==> src/rtl/branch_resolve.sv <==
// Branch resolution stage: evaluates the decoded branch condition, computes the
// redirect PC and holds the result in a valid/ready output register with statistics.
module branch_resolve #(
  parameter int unsigned XLEN  = 32,
  parameter int unsigned CNT_W = 16
) (
  input  logic             clk,
  input  logic             reset,
  input  logic             in_valid,
  output logic             in_ready,
  input  logic             beq,
  input  logic             bne,
  input  logic             blt,
  input  logic             bge,
  input  logic             bltu,
  input  logic             bgeu,
  input  logic [XLEN-1:0]  rs1_val,
  input  logic [XLEN-1:0]  rs2_val,
  input  logic [XLEN-1:0]  pc,
  input  logic [XLEN-1:0]  imm,
  input  logic             pred_taken,
  input  logic             kill,
  output logic             out_valid,
  input  logic             out_ready,
  output logic             is_branch,
  output logic             illegal,
  output logic             taken,
  output logic             mispredict,
  output logic [XLEN-1:0]  redirect_pc,
  output logic [CNT_W-1:0] br_count,
  output logic [CNT_W-1:0] mp_count
);

  logic [5:0]       strb;
  logic [2:0]       strb_cnt;
  logic             one_hot;
  logic             multi;
  logic             eq, lts, ltu;
  logic             cond;
  logic             taken_d;
  logic             mp_d;
  logic [XLEN-1:0]  redirect_d;
  logic             accept;

  logic             out_valid_q;
  logic             is_branch_q;
  logic             illegal_q;
  logic             taken_q;
  logic             mispredict_q;
  logic [XLEN-1:0]  redirect_q;
  logic [CNT_W-1:0] br_cnt_q;
  logic [CNT_W-1:0] mp_cnt_q;

  assign strb = {beq, bne, blt, bge, bltu, bgeu};

  always_comb begin
    strb_cnt = '0;
    for (int i = 0; i < 6; i++) begin
      strb_cnt = strb_cnt + {2'b00, strb[i]};
    end
  end

  assign one_hot = (strb_cnt == 3'd1);
  assign multi   = (strb_cnt > 3'd1);

  assign eq  = (rs1_val == rs2_val);
  assign lts = ($signed(rs1_val) < $signed(rs2_val));
  assign ltu = (rs1_val < rs2_val);

  assign cond = (beq & eq) | (bne & ~eq) | (blt & lts) | (bge & ~lts) |
                (bltu & ltu) | (bgeu & ~ltu);

  // Illegal or non-branch instructions never take and never mispredict.
  assign taken_d    = one_hot & cond;
  assign mp_d       = one_hot & (taken_d != pred_taken);
  assign redirect_d = taken_d ? (pc + imm) : (pc + XLEN'(4));

  assign in_ready = (!out_valid_q || out_ready) && !kill && !reset;
  assign accept   = in_valid && in_ready;

  always_ff @(posedge clk) begin
    if (reset) begin
      out_valid_q  <= 1'b0;
      is_branch_q  <= 1'b0;
      illegal_q    <= 1'b0;
      taken_q      <= 1'b0;
      mispredict_q <= 1'b0;
      redirect_q   <= '0;
      br_cnt_q     <= '0;
      mp_cnt_q     <= '0;
    end else begin
      if (kill) begin
        out_valid_q <= 1'b0;
      end else if (accept) begin
        out_valid_q  <= 1'b1;
        is_branch_q  <= one_hot;
        illegal_q    <= multi;
        taken_q      <= taken_d;
        mispredict_q <= mp_d;
        redirect_q   <= redirect_d;
      end else if (out_ready) begin
        out_valid_q <= 1'b0;
      end

      // Saturating statistics; a later kill never rolls them back.
      if (accept && one_hot && (br_cnt_q != {CNT_W{1'b1}})) begin
        br_cnt_q <= br_cnt_q + CNT_W'(1);
      end
      if (accept && mp_d && (mp_cnt_q != {CNT_W{1'b1}})) begin
        mp_cnt_q <= mp_cnt_q + CNT_W'(1);
      end
    end
  end

  assign out_valid   = out_valid_q;
  assign is_branch   = out_valid_q & is_branch_q;
  assign illegal     = out_valid_q & illegal_q;
  assign taken       = out_valid_q & taken_q;
  assign mispredict  = out_valid_q & mispredict_q;
  assign redirect_pc = redirect_q;
  assign br_count    = br_cnt_q;
  assign mp_count    = mp_cnt_q;

endmodule

==> config.mk <==
export PLATFORM = sky130hd
export DESIGN_NAME = branch_resolve
export DESIGN_NICKNAME = d
export VERILOG_FILES = /design/src/rtl/branch_resolve.sv
export SDC_FILE = /design/constraint.sdc
export NUM_CORES = 1
export LEC_CHECK = 0
export BUFFER_PORTS_ARGS = -buffer_cell sky130_fd_sc_hd__buf_2
export CORE_MARGIN = 2
export CORE_UTILIZATION = 25
export DETAILED_ROUTE_END_ITERATION = 12
export SLEW_MARGIN = 10
export SYNTH_ARGS = -nofsm -noshare
export SYNTH_HDL_FRONTEND = slang
export SYNTH_SLANG_ARGS = --single-unit
==> constraint.sdc <==
create_clock -name clk -period 4.59 [get_ports clk]
set_input_delay 0.6885 -clock clk [delete_from_list [all_inputs] [get_ports clk]]
set_output_delay 0.6885 -clock clk [all_outputs]
set_load 0.01 [all_outputs]
Word-level counts from Yosys, hierarchy flattened
Cells that the tools add are included.

storage, ports and cells
  bits in registers = 69
  bits of input ports = 140
  output and inout bits = 70
  logic and storage cells = 63

operators by class
  $add $sub $neg = 9
  magnitude comparators = 3
  equality and inequality tests = 5
  mux-type cells = 3
  bitwise gates (word level) = 21
  reductions and logical operators = 14

operator list
  cell                   count
  $lt 32x32->1           2
  $add 16x1->16 const B  2
  $add 32x3->32 const B  1
  $add 32x32->32         1
  $eq 32x32->1           1
  $mux 32                1
  $ne 16x16->1 const B   2
  $and 1x1->1            12
  $add 3x1->3            3
  $logic_and 1x1->1      7
  $or 1x1->1             5
  $not 1->1              4
  $add 2x1->3            1
  $eq 3x1->1 const B     1
  $gt 3x1->1 const B     1
  $logic_not 1->1        3
  $add 1x1->2            1
  $mux 1                 2
  $reduce_and 2->1       1
  $reduce_bool 2->1      1
  $reduce_or 2->1        1
  $logic_or 1x1->1       1
  $ne 1x1->1             1

Depth between registers and ports, before layout
Gate-level depths: netlist (run 1).

  depth after elaboration = 13
  mapped depth = 17

Least setup slack after synthesis (run 1)
No wires, ideal clock.

  path type = input port to flip-flop
  start point = input beq
  end point = register br_cnt_q[15], in the netlist br_count[15]
  library setup time = 0.128 ns
  data arrival time = 4.030 ns
  data required time = 4.462 ns
  setup slack = 0.433 ns
  cell stages on the path = 17
  buffers on the path = 2
  path through = fa_1 > inv_1 > fa_1 > inv_1 > ha_1 > inv_1 > fa_1 > nand3_1 > or2_2 > clkbuf_1 > or3_1 > or2_1 > clkbuf_1 > nor2_1 > nand2_1 > xor2_1 > nor2_1

on the way
  word-level cells in the longest chain between the ends = 4

ends and longest elaborated chain
  what                             RTL line  RTL
  start, declared                  11        input logic beq,
  $add 3x1->3                      59        strb_cnt = strb_cnt + {2'b00, strb[i]};
  $eq 3x1->1                       63        assign one_hot = (strb_cnt == 3'd1);
  $logic_and 1x1->1 (2 in series)  106       if (accept && one_hot && (br_cnt_q != {CNT_W{1'b1}})) begin
  end signal, assigned             107       br_cnt_q <= br_cnt_q + CNT_W'(1);
  end, declared                    51        logic [CNT_W-1:0] br_cnt_q;

No other way between the ends.
A chain may end at the register's enable or synchronous reset.

Worst setup path after layout (run 1)
Ends and elaborated chain as after synthesis.

==> impl_table.tex, run 1 <==
\begin{tabular}{lr}
\hline
Metric & Value \\
\hline
\multicolumn{2}{l}{\textbf{STA}} \\
\quad Max-slew headroom at the worst pin & 31.4\% \\
\quad Final clock period utilization by the worst path & 87.9\% \\
\quad Setup repair after global routing missed its margin & no \\
\quad Fin Setup TNS & 0 ps \\
\quad Maximum clock frequency & 0.248 GHz \\
\quad Post-layout minimum cycle time & 4040 ps \\
\quad Total count of hold-check failures in the final report & 0 \\
\quad Measured slew at the worst slew-check pin & 1020 ps \\
\quad Clock tree skew after final layout & 4.87 ps \\
\quad Worst hold slack across all endpoints & 450 ps \\
\quad Setup-violating endpoint count in the final report & 0 \\
\quad Final slew viol count & 0 \\
\quad Final Worst Setup Slack & 554 ps \\
\multicolumn{2}{l}{\textbf{Pwr}} \\
\quad Fraction of power consumed by sequential logic & 31.9\% \\
\quad Pint & 1.37 mW \\
\quad Switching power share of the total & 31.9\% \\
\quad Max rail drop VDD & 0.165 mV \\
\quad Share of total power in the clock network & 39.6\% \\
\quad Power Density & 259 nW/µm² \\
\quad Sum of internal, switching and leakage power & 2.01 mW \\
\quad Leakage power total & 3.58 nW \\
\quad Sw Pwr & 0.641 mW \\
\quad Part of the power in combinational logic & 28.5\% \\
\multicolumn{2}{l}{\textbf{Yosys}} \\
\quad Avg Cell Area, Syn & 7.82 µm² \\
\quad Most frequent cell after synthesis & sky130\_fd\_sc\_hd\_\_nand2\_1 \\
\quad Most used flip-flop cell after synthesis & sky130\_fd\_sc\_hd\_\_dfxtp\_1 \\
\quad \#FFs+latches synth & 69 \\
\quad Dominant cells by area after synthesis & sky130\_fd\_sc\_hd\_\_dfxtp\_1 23\%, sky130\_fd\_sc\_hd\_\_ha\_1 14\%, sky130\_fd\_sc\_hd\_\_xor2\_1 5.5\% \\
\quad Most numerous cell types in the synthesized netlist & 75 x sky130\_fd\_sc\_hd\_\_nand2\_1, 73 x sky130\_fd\_sc\_hd\_\_nor2\_1, 69 x sky130\_fd\_sc\_hd\_\_dfxtp\_1, 67 x sky130\_fd\_sc\_hd\_\_ha\_1, 57 x sky130\_fd\_sc\_hd\_\_a21oi\_1 \\
\quad Area fraction of the dominant cell type after synthesis & 23.0\% \\
\quad Most area-hungry cell type in the Yosys netlist & sky130\_fd\_sc\_hd\_\_dfxtp\_1 \\
\quad Async set-or-reset flop fraction in the synthesized netlist & 0\% \\
\quad Synthesized net count & 980 \\
\quad Count of synthesis-stage warnings from yosys & 0 \\
\quad Area of the mapped netlist & 6010 µm² \\
\quad Post-synth EDFFs & 0 \\
\quad Netlist cell types & 74 \\
\quad Synth Instances & 769 \\
\quad Share of synthesized area occupied by flip-flops and latches & 23.0\% \\
\multicolumn{2}{l}{\textbf{Critical path}} \\
\quad Setup slack of the worst register-to-register path & 2060 ps \\
\quad Maximum fanout encountered on the critical timing path & 6 \\
\quad Crit path largest cell delay & 530 ps \\
\quad Arrival time of data at the critical path endpoint & 4240 ps \\
\quad Worst-case reg-to-reg path depth & 10 \\
\quad Worst setup path startpoint & beq \\
\quad Buffer and inverter count on the worst path & 4 \\
\quad Required arrival time at the worst endpoint & 4800 ps \\
\quad Setup crit end & br\_count[15]\$\_SDFFE\_PP0P\_ \\
\quad Standard cell with the maximum stage delay on the critical path & sky130\_fd\_sc\_hd\_\_fa\_1 \\
\quad Number of logic stages on the critical path including buffering & 16 \\
\quad Worst Setup End Kind & flop \\
\quad Critical path type & input port to flop \\
\quad Worst r2r src & out\_valid\$\_SDFFE\_PP0P\_ \\
\quad Startpoint Class & input port \\
\quad Capture instance of the worst register-to-register path & br\_count[15]\$\_SDFFE\_PP0P\_ \\
\quad Kind of cell adding the most delay to the critical path & adder cells \\
\quad Ordered cell list for the critical path & buf\_2 > fa\_1 > inv\_1 > fa\_1 > inv\_1 > ha\_1 > inv\_1 > fa\_1 > nand3\_1 > or2\_2 > or3\_1 > or2\_1 > nor2\_1 > nand2\_1 > xor2\_1 > nor2\_1 \\
\multicolumn{2}{l}{\textbf{CTS}} \\
\quad Clock slew at the register clock pins of the worst setup and hold paths & 70 ps \\
\quad Post-CTS Hold Buffers & 0 \\
\quad Sink Count & 69 \\
\quad Clock Latency Late Sink & 340 ps \\
\quad Post-CTS setup buffer count & 0 \\
\quad CTS root buf & sky130\_fd\_sc\_hd\_\_clkbuf\_16 \\
\quad Number of buffers inserted during clock tree synthesis & 9 \\
\quad TritonCTS clock tree & yes \\
\quad Clock tree buffer depth & 2 \\
\quad Maximum level of the CTS H-tree & 3 \\
\quad Number of instances resized during post-cts repair & 0 \\
\multicolumn{2}{l}{\textbf{GRT}} \\
\quad Overall track demand over capacity in global routing & 14.1\% \\
\quad Via count of the first global-routing pass & 5923 \\
\quad Remaining global-route overflow & 0 \\
\quad Antenna violations before repair & 1 \\
\quad Pin count of the biggest net entering global routing & 55 \\
\quad Wire length of the first global-routing pass & 29500 µm \\
\multicolumn{2}{l}{\textbf{Run status}} \\
\quad Run status & complete, no violations \\
\multicolumn{2}{l}{\textbf{Drt}} \\
\quad Post-detailed-route count of antenna-violating nets & 0 \\
\quad DR vias & 6180 \\
\quad Wirelength per Cell & 14.1 µm \\
\quad Routed Wire Length & 18200 µm \\
\quad DR pass1 iterations & 5 \\
\quad Via density & 4.77 \\
\quad Total DRC errors in the routed layout & 0 \\
\quad Starting DRC count in detailed routing & 218 \\
\multicolumn{2}{l}{\textbf{Placement}} \\
\quad Detailed-placement wirelength estimate & 14200 µm \\
\quad Buffers on Ports & 209 \\
\quad Setup slack after placement & 162 ps \\
\quad \# placed instances & 1279 \\
\quad Post-DP Area & 7410 µm² \\
\quad Gpl congestion & 0.826 \\
\multicolumn{2}{l}{\textbf{Job}} \\
\quad Max capacitance violation total & 0 \\
\multicolumn{2}{l}{\textbf{Floorplan}} \\
\quad Width of the chip & 159 µm \\
\quad Starting density of the core & 25.5\% \\
\quad DIE HEIGHT & 159 µm \\
\quad Floorplan core area & 23500 µm² \\
\quad DIE AREA & 25300 µm² \\
\quad Std cell rows & 56 \\
\quad Number of top-level pins & 210 \\
\multicolumn{2}{l}{\textbf{Finish}} \\
\quad Growth of design area from synthesis to finish & 28.9\% \\
\quad Final standard cell area without fillers & 7750 µm² \\
\quad Filler cell count & 2549 \\
\quad Final layout net count & 1182 \\
\quad Non-filler cells, final & 1296 \\
\quad Final core occ & 32.9\% \\
\quad Share of cells above drive strength 1 & 26.8\% \\
\multicolumn{2}{l}{\textbf{Worst hold path}} \\
\quad Min-delay worst type & flop to flop \\
\hline
\end{tabular}
## kinds of logic (layout without fill, tap and decap cells)
group                      after synthesis  in the layout  synth area share [%]
and+or+nand+nor                        280            280                  23.1
adders and majority gates               71             71                  15.3
buffers and inverters                   81            288                  5.35
muxes                                   14             14                  2.56
other                                    0              1                     0
xor gates and xnor gates                71             71                  10.3
AOI/OAI and AO/OA                      183            183                  20.3
DFF                                     69             69                  23.0
## how the worst min path moves through the flow
stage	startpoint	endpoint	slack [ps]	depth (start not counted)
2_1_floorplan	is_branch_q$_SDFFE_PP0P_	is_branch_q$_SDFFE_PP0P_	430	2
3_3_place_gp	redirect_pc[20]$_SDFFE_PP0P_	redirect_pc[20]$_SDFFE_PP0P_	430	2
3_5_place_dp	redirect_pc[19]$_SDFFE_PP0P_	redirect_pc[19]$_SDFFE_PP0P_	430	2
4_1_cts	redirect_pc[19]$_SDFFE_PP0P_	redirect_pc[19]$_SDFFE_PP0P_	450	2
5_1_grt	redirect_pc[19]$_SDFFE_PP0P_	redirect_pc[19]$_SDFFE_PP0P_	480	2
6_report	redirect_pc[19]$_SDFFE_PP0P_	redirect_pc[19]$_SDFFE_PP0P_	450	2
## flip-flops by register name, summed over array words and instances (netlist names)
name	flops
illegal_q	1
br_count	16
mispredict_q	1
is_branch_q	1
mp_count	16
taken_q	1
redirect_pc	32
out_valid	1
## routing by layer
metal	track usage (%)	share of wire (%)
met1	18.2	47
met2	24.1	46
met3	3.26	5.8
met4	2.77	1.1
met5	0	0
## area by class of cell
class	instances	area [µm²]	area share [%]
Multi-Input combinational cell	619	4320	55.8
Sequential cell	69	1380	17.8
Inverter	56	210	2.71
Clock buffer	10	239	3.09
Timing Repair Buffer	216	1100	14.2
Tap cell	319	399	5.15
Clock inverter	6	92.6	1.20
Antenna cell	1	2.50	0.0323
## worst register-to-register path: stages, from the launching register on
cell	delay, ps
sky130_fd_sc_hd__dfxtp_1	340
sky130_fd_sc_hd__nor2b_1	160
sky130_fd_sc_hd__nor3_2	230
sky130_fd_sc_hd__nand2_1	120
sky130_fd_sc_hd__or2_2	380
sky130_fd_sc_hd__or3_1	450
sky130_fd_sc_hd__or2_1	300
sky130_fd_sc_hd__nor2_1	170
sky130_fd_sc_hd__nand2_1	90
sky130_fd_sc_hd__xor2_1	120
sky130_fd_sc_hd__nor2_1	50
## placed cells by master, fill, tap and decap left out, types with 3 or more instances in the layout
master	Yosys	layout
sky130_fd_sc_hd__nand3_1	27	27
sky130_fd_sc_hd__nand2b_1	4	4
sky130_fd_sc_hd__inv_1	56	56
sky130_fd_sc_hd__a21oi_1	57	57
sky130_fd_sc_hd__xnor2_1	33	33
sky130_fd_sc_hd__o21a_1	4	4
sky130_fd_sc_hd__a32oi_1	7	7
sky130_fd_sc_hd__o21ai_0	34	34
sky130_fd_sc_hd__or3_1	9	9
sky130_fd_sc_hd__or2_2	7	7
sky130_fd_sc_hd__o311ai_0	3	3
sky130_fd_sc_hd__buf_4	0	7
sky130_fd_sc_hd__nor4_2	3	3
sky130_fd_sc_hd__mux2i_1	5	5
sky130_fd_sc_hd__nor4_1	5	5
sky130_fd_sc_hd__mux2_2	4	4
sky130_fd_sc_hd__mux2_1	4	4
sky130_fd_sc_hd__dfxtp_1	69	69
sky130_fd_sc_hd__buf_2	2	209
sky130_fd_sc_hd__o41ai_1	4	4
sky130_fd_sc_hd__nor3_1	21	20
sky130_fd_sc_hd__and2_1	8	8
sky130_fd_sc_hd__o21bai_1	6	6
sky130_fd_sc_hd__nand2_1	75	75
sky130_fd_sc_hd__and3_1	9	9
sky130_fd_sc_hd__ha_1	67	67
sky130_fd_sc_hd__a21o_1	16	16
sky130_fd_sc_hd__nor2b_1	8	8
sky130_fd_sc_hd__and4_1	5	5
sky130_fd_sc_hd__nand4_1	15	15
sky130_fd_sc_hd__a31oi_1	8	8
sky130_fd_sc_hd__o31ai_1	8	8
sky130_fd_sc_hd__a311oi_1	3	3
sky130_fd_sc_hd__fa_1	4	4
sky130_fd_sc_hd__clkbuf_16	0	9
sky130_fd_sc_hd__xor2_1	38	38
sky130_fd_sc_hd__nor2_1	73	72
sky130_fd_sc_hd__a211oi_1	6	6
## power by group through the flow
stage / combinational, mW / sequential [mW] / clock [mW]
finish: 0.572 / 0.641 / 0.794
global placement: 0.571 / 0.655 / 0
detailed placement: 0.574 / 0.654 / 0
floorplan: 0.361 / 0.664 / 0
global route: 0.646 / 0.644 / 0.844
CTS: 0.578 / 0.641 / 0.825
Power figures use the tool's default switching activity.
==> run 2, diff against run 1 <==
Settings changed: CELL_PAD_IN_SITES_DETAIL_PLACEMENT set to 0, CELL_PAD_IN_SITES_GLOBAL_PLACEMENT set to 2, PLACE_DENSITY_LB_ADDON set to 0.1.
Clock period 4.59 ns to 3.2 ns, I/O delays scaled along.
==> impl_table.tex, run 2 (synthesis gave the netlist of run 1 again) <==
\begin{tabular}{lr}
\hline
Metric & Value \\
\hline
\multicolumn{2}{l}{\textbf{Run status}} \\
\quad Run status & complete, but fails checks \\
\quad Violated checks & negative setup slack \\
\multicolumn{2}{l}{\textbf{Placement}} \\
\quad Buffers on Ports & 209 \\
\quad Gpl congestion & 0.750 \\
\quad Detailed-placement wirelength estimate & 16000 µm \\
\quad Post-DP Area & 8000 µm² \\
\quad \# placed instances & 1339 \\
\multicolumn{2}{l}{\textbf{Job}} \\
\quad Max capacitance violation total & 0 \\
\multicolumn{2}{l}{\textbf{STA}} \\
\quad Total count of hold-check failures in the final report & 0 \\
\quad Max-slew headroom at the worst pin & 22.1\% \\
\quad Post-layout minimum cycle time & 3440 ps \\
\quad Final clock period utilization by the worst path & 108\% \\
\quad Maximum clock frequency & 0.291 GHz \\
\quad Measured slew at the worst slew-check pin & 1170 ps \\
\quad Setup repair after global routing missed its margin & yes \\
\quad Final Worst Setup Slack & -242 ps \\
\quad Clock tree skew after final layout & 13.5 ps \\
\quad Final slew viol count & 0 \\
\quad Setup-violating endpoint count in the final report & 61 \\
\multicolumn{2}{l}{\textbf{Finish}} \\
\quad Final standard cell area without fillers & 9130 µm² \\
\quad Antenna diodes & 0 \\
\quad Share of cells above drive strength 1 & 38.3\% \\
\quad Non-filler cells, final & 1379 \\
\quad Max reg flops & 32 \\
\quad Highest-count cells in the layout ignoring fill and taps & 208 x sky130\_fd\_sc\_hd\_\_buf\_2, 69 x sky130\_fd\_sc\_hd\_\_dfxtp\_1, 67 x sky130\_fd\_sc\_hd\_\_nor2\_1, 66 x sky130\_fd\_sc\_hd\_\_nand2\_1, 66 x sky130\_fd\_sc\_hd\_\_ha\_1 \\
\quad Final core occ & 38.8\% \\
\quad Most frequent standard cell in the layout excluding fill and tap cells & sky130\_fd\_sc\_hd\_\_buf\_2 \\
\quad Growth of design area from synthesis to finish & 51.9\% \\
\quad Final layout net count & 1266 \\
\multicolumn{2}{l}{\textbf{GRT}} \\
\quad Overall track demand over capacity in global routing & 16.6\% \\
\quad Antenna violations before repair & 0 \\
\quad Remaining global-route overflow & 0 \\
\quad Via count of the first global-routing pass & 6531 \\
\quad Wire length of the first global-routing pass & 34000 µm \\
\quad Pin count of the biggest net entering global routing & 54 \\
\multicolumn{2}{l}{\textbf{Drt}} \\
\quad DR vias & 6433 \\
\quad Wirelength per Cell & 15.6 µm \\
\quad Total DRC errors in the routed layout & 0 \\
\quad Via density & 4.66 \\
\quad Post-detailed-route count of antenna-violating nets & 0 \\
\quad Starting DRC count in detailed routing & 272 \\
\quad Routed Wire Length & 21500 µm \\
\quad DR pass1 iterations & 5 \\
\multicolumn{2}{l}{\textbf{Pwr}} \\
\quad Power Density & 363 nW/µm² \\
\quad Max rail drop VDD & 0.212 mV \\
\quad Leakage power total & 4.16 nW \\
\multicolumn{2}{l}{\textbf{Critical path}} \\
\quad Worst setup path startpoint & beq \\
\quad Number of logic stages on the critical path including buffering & 14 \\
\quad Required arrival time at the worst endpoint & 3470 ps \\
\quad Startpoint Class & input port \\
\quad Critical Path Most Common Cell & sky130\_fd\_sc\_hd\_\_fa\_1 \\
\quad Crit path largest cell delay & 520 ps \\
\quad Worst r2r src & br\_count[9]\$\_SDFFE\_PP0P\_ \\
\quad Critical path type & input port to flop \\
\quad Maximum fanout encountered on the critical timing path & 5 \\
\quad Kind of cell adding the most delay to the critical path & adder cells \\
\quad Buffer and inverter count on the worst path & 4 \\
\quad Arrival time of data at the critical path endpoint & 3710 ps \\
\quad Standard cell with the maximum stage delay on the critical path & sky130\_fd\_sc\_hd\_\_fa\_1 \\
\quad Worst-case reg-to-reg path depth & 8 \\
\quad Setup slack of the worst register-to-register path & 740 ps \\
\quad Worst Setup End Kind & flop \\
\quad Ordered cell list for the critical path & buf\_6 > fa\_1 > inv\_1 > fa\_1 > inv\_1 > ha\_2 > inv\_2 > fa\_1 > nand3\_2 > or2\_4 > or3\_4 > or2\_4 > or3\_1 > a21oi\_1 \\
\multicolumn{2}{l}{\textbf{CTS}} \\
\quad Sink Count & 69 \\
\quad TritonCTS clock tree & yes \\
\quad Clock slew at the register clock pins of the worst setup and hold paths & 60 ps \\
\quad Maximum level of the CTS H-tree & 3 \\
\quad Clock Latency Late Sink & 340 ps \\
\quad Number of buffers inserted during clock tree synthesis & 9 \\
\quad Clock tree buffer depth & 2 \\
\quad Post-CTS Hold Buffers & 0 \\
\quad CTS root buf & sky130\_fd\_sc\_hd\_\_clkbuf\_16 \\
\multicolumn{2}{l}{\textbf{Floorplan}} \\
\quad Std cell rows & 56 \\
\quad Width of the chip & 159 µm \\
\quad DIE HEIGHT & 159 µm \\
\quad Number of top-level pins & 210 \\
\quad Floorplan core area & 23500 µm² \\
\quad DIE AREA & 25300 µm² \\
\quad Starting density of the core & 25.5\% \\
\multicolumn{2}{l}{\textbf{Worst hold path}} \\
\quad Worst Hold Depth & 2 \\
\quad Start point of the worst hold path & kill \\
\quad Min-delay worst type & input port to flop \\
\hline
\end{tabular}
-- run 2: power by group --
part | switching [mW] | total (mW) | internal (mW)
logic | 0.614 | 1.24 | 0.627
clock network | 0.456 | 1.15 | 0.697
registers | 0.0263 | 0.923 | 0.897
total | 1.10 | 3.32 | 2.22
-- run 2: through the flow --
step	TNS [ps]	hold slack, ps	power (mW)	setup WS (ps)
floorplan	-10360	432	1.48	-611
global placement	-26120	434	1.89	-658
detailed placement	-27840	431	1.88	-679
CTS	-3760	314	3.24	-217
global route	-15000	319	3.52	-323
finish	-8560	332	3.32	-242
-- run 2: final cells by class --
cell class	count	area, µm²
fill	2547	14400
multi-input combinational	619	4770
timing repair buffer	300	2030
sequential	69	1380
tap	319	399
clock buffer	9	225
inverter	56	223
clock inverter	7	105
-- run 2: what timing repair did --
item | CTS | global route
setup buffers | 12 | 12
pin swaps | 23 | 22
setup endpoints to repair | 37 | 66
cloned | 5 | 2
gates resized for setup | 54 | 68
-- run 2: worst register-to-register path, delay by kind of cell (launching register included) --
kind | cells | cell delay [ps]
DFF | 1 | 340
AOI/OAI and AO/OA | 1 | 120
and+or+nand+nor | 7 | 1910
-- run 2: worst paths after layout --
path | to
hold / removal | out_valid$_SDFFE_PP0P_
setup reg to reg | br_count[11]$_SDFFE_PP0P_
setup / recovery | br_count[11]$_SDFFE_PP0P_
hold reg to reg | redirect_pc[19]$_SDFFE_PP0P_
-- run 2: per-layer routing --
layer	GRT usage [%]	vias up	part of all wire (%)
met4	3.31	0	1.2
met2	29.2	123	48
li1	-	3332	-
met1	21.5	2962	47
met3	2.66	16	3.1
met5	0	-	0
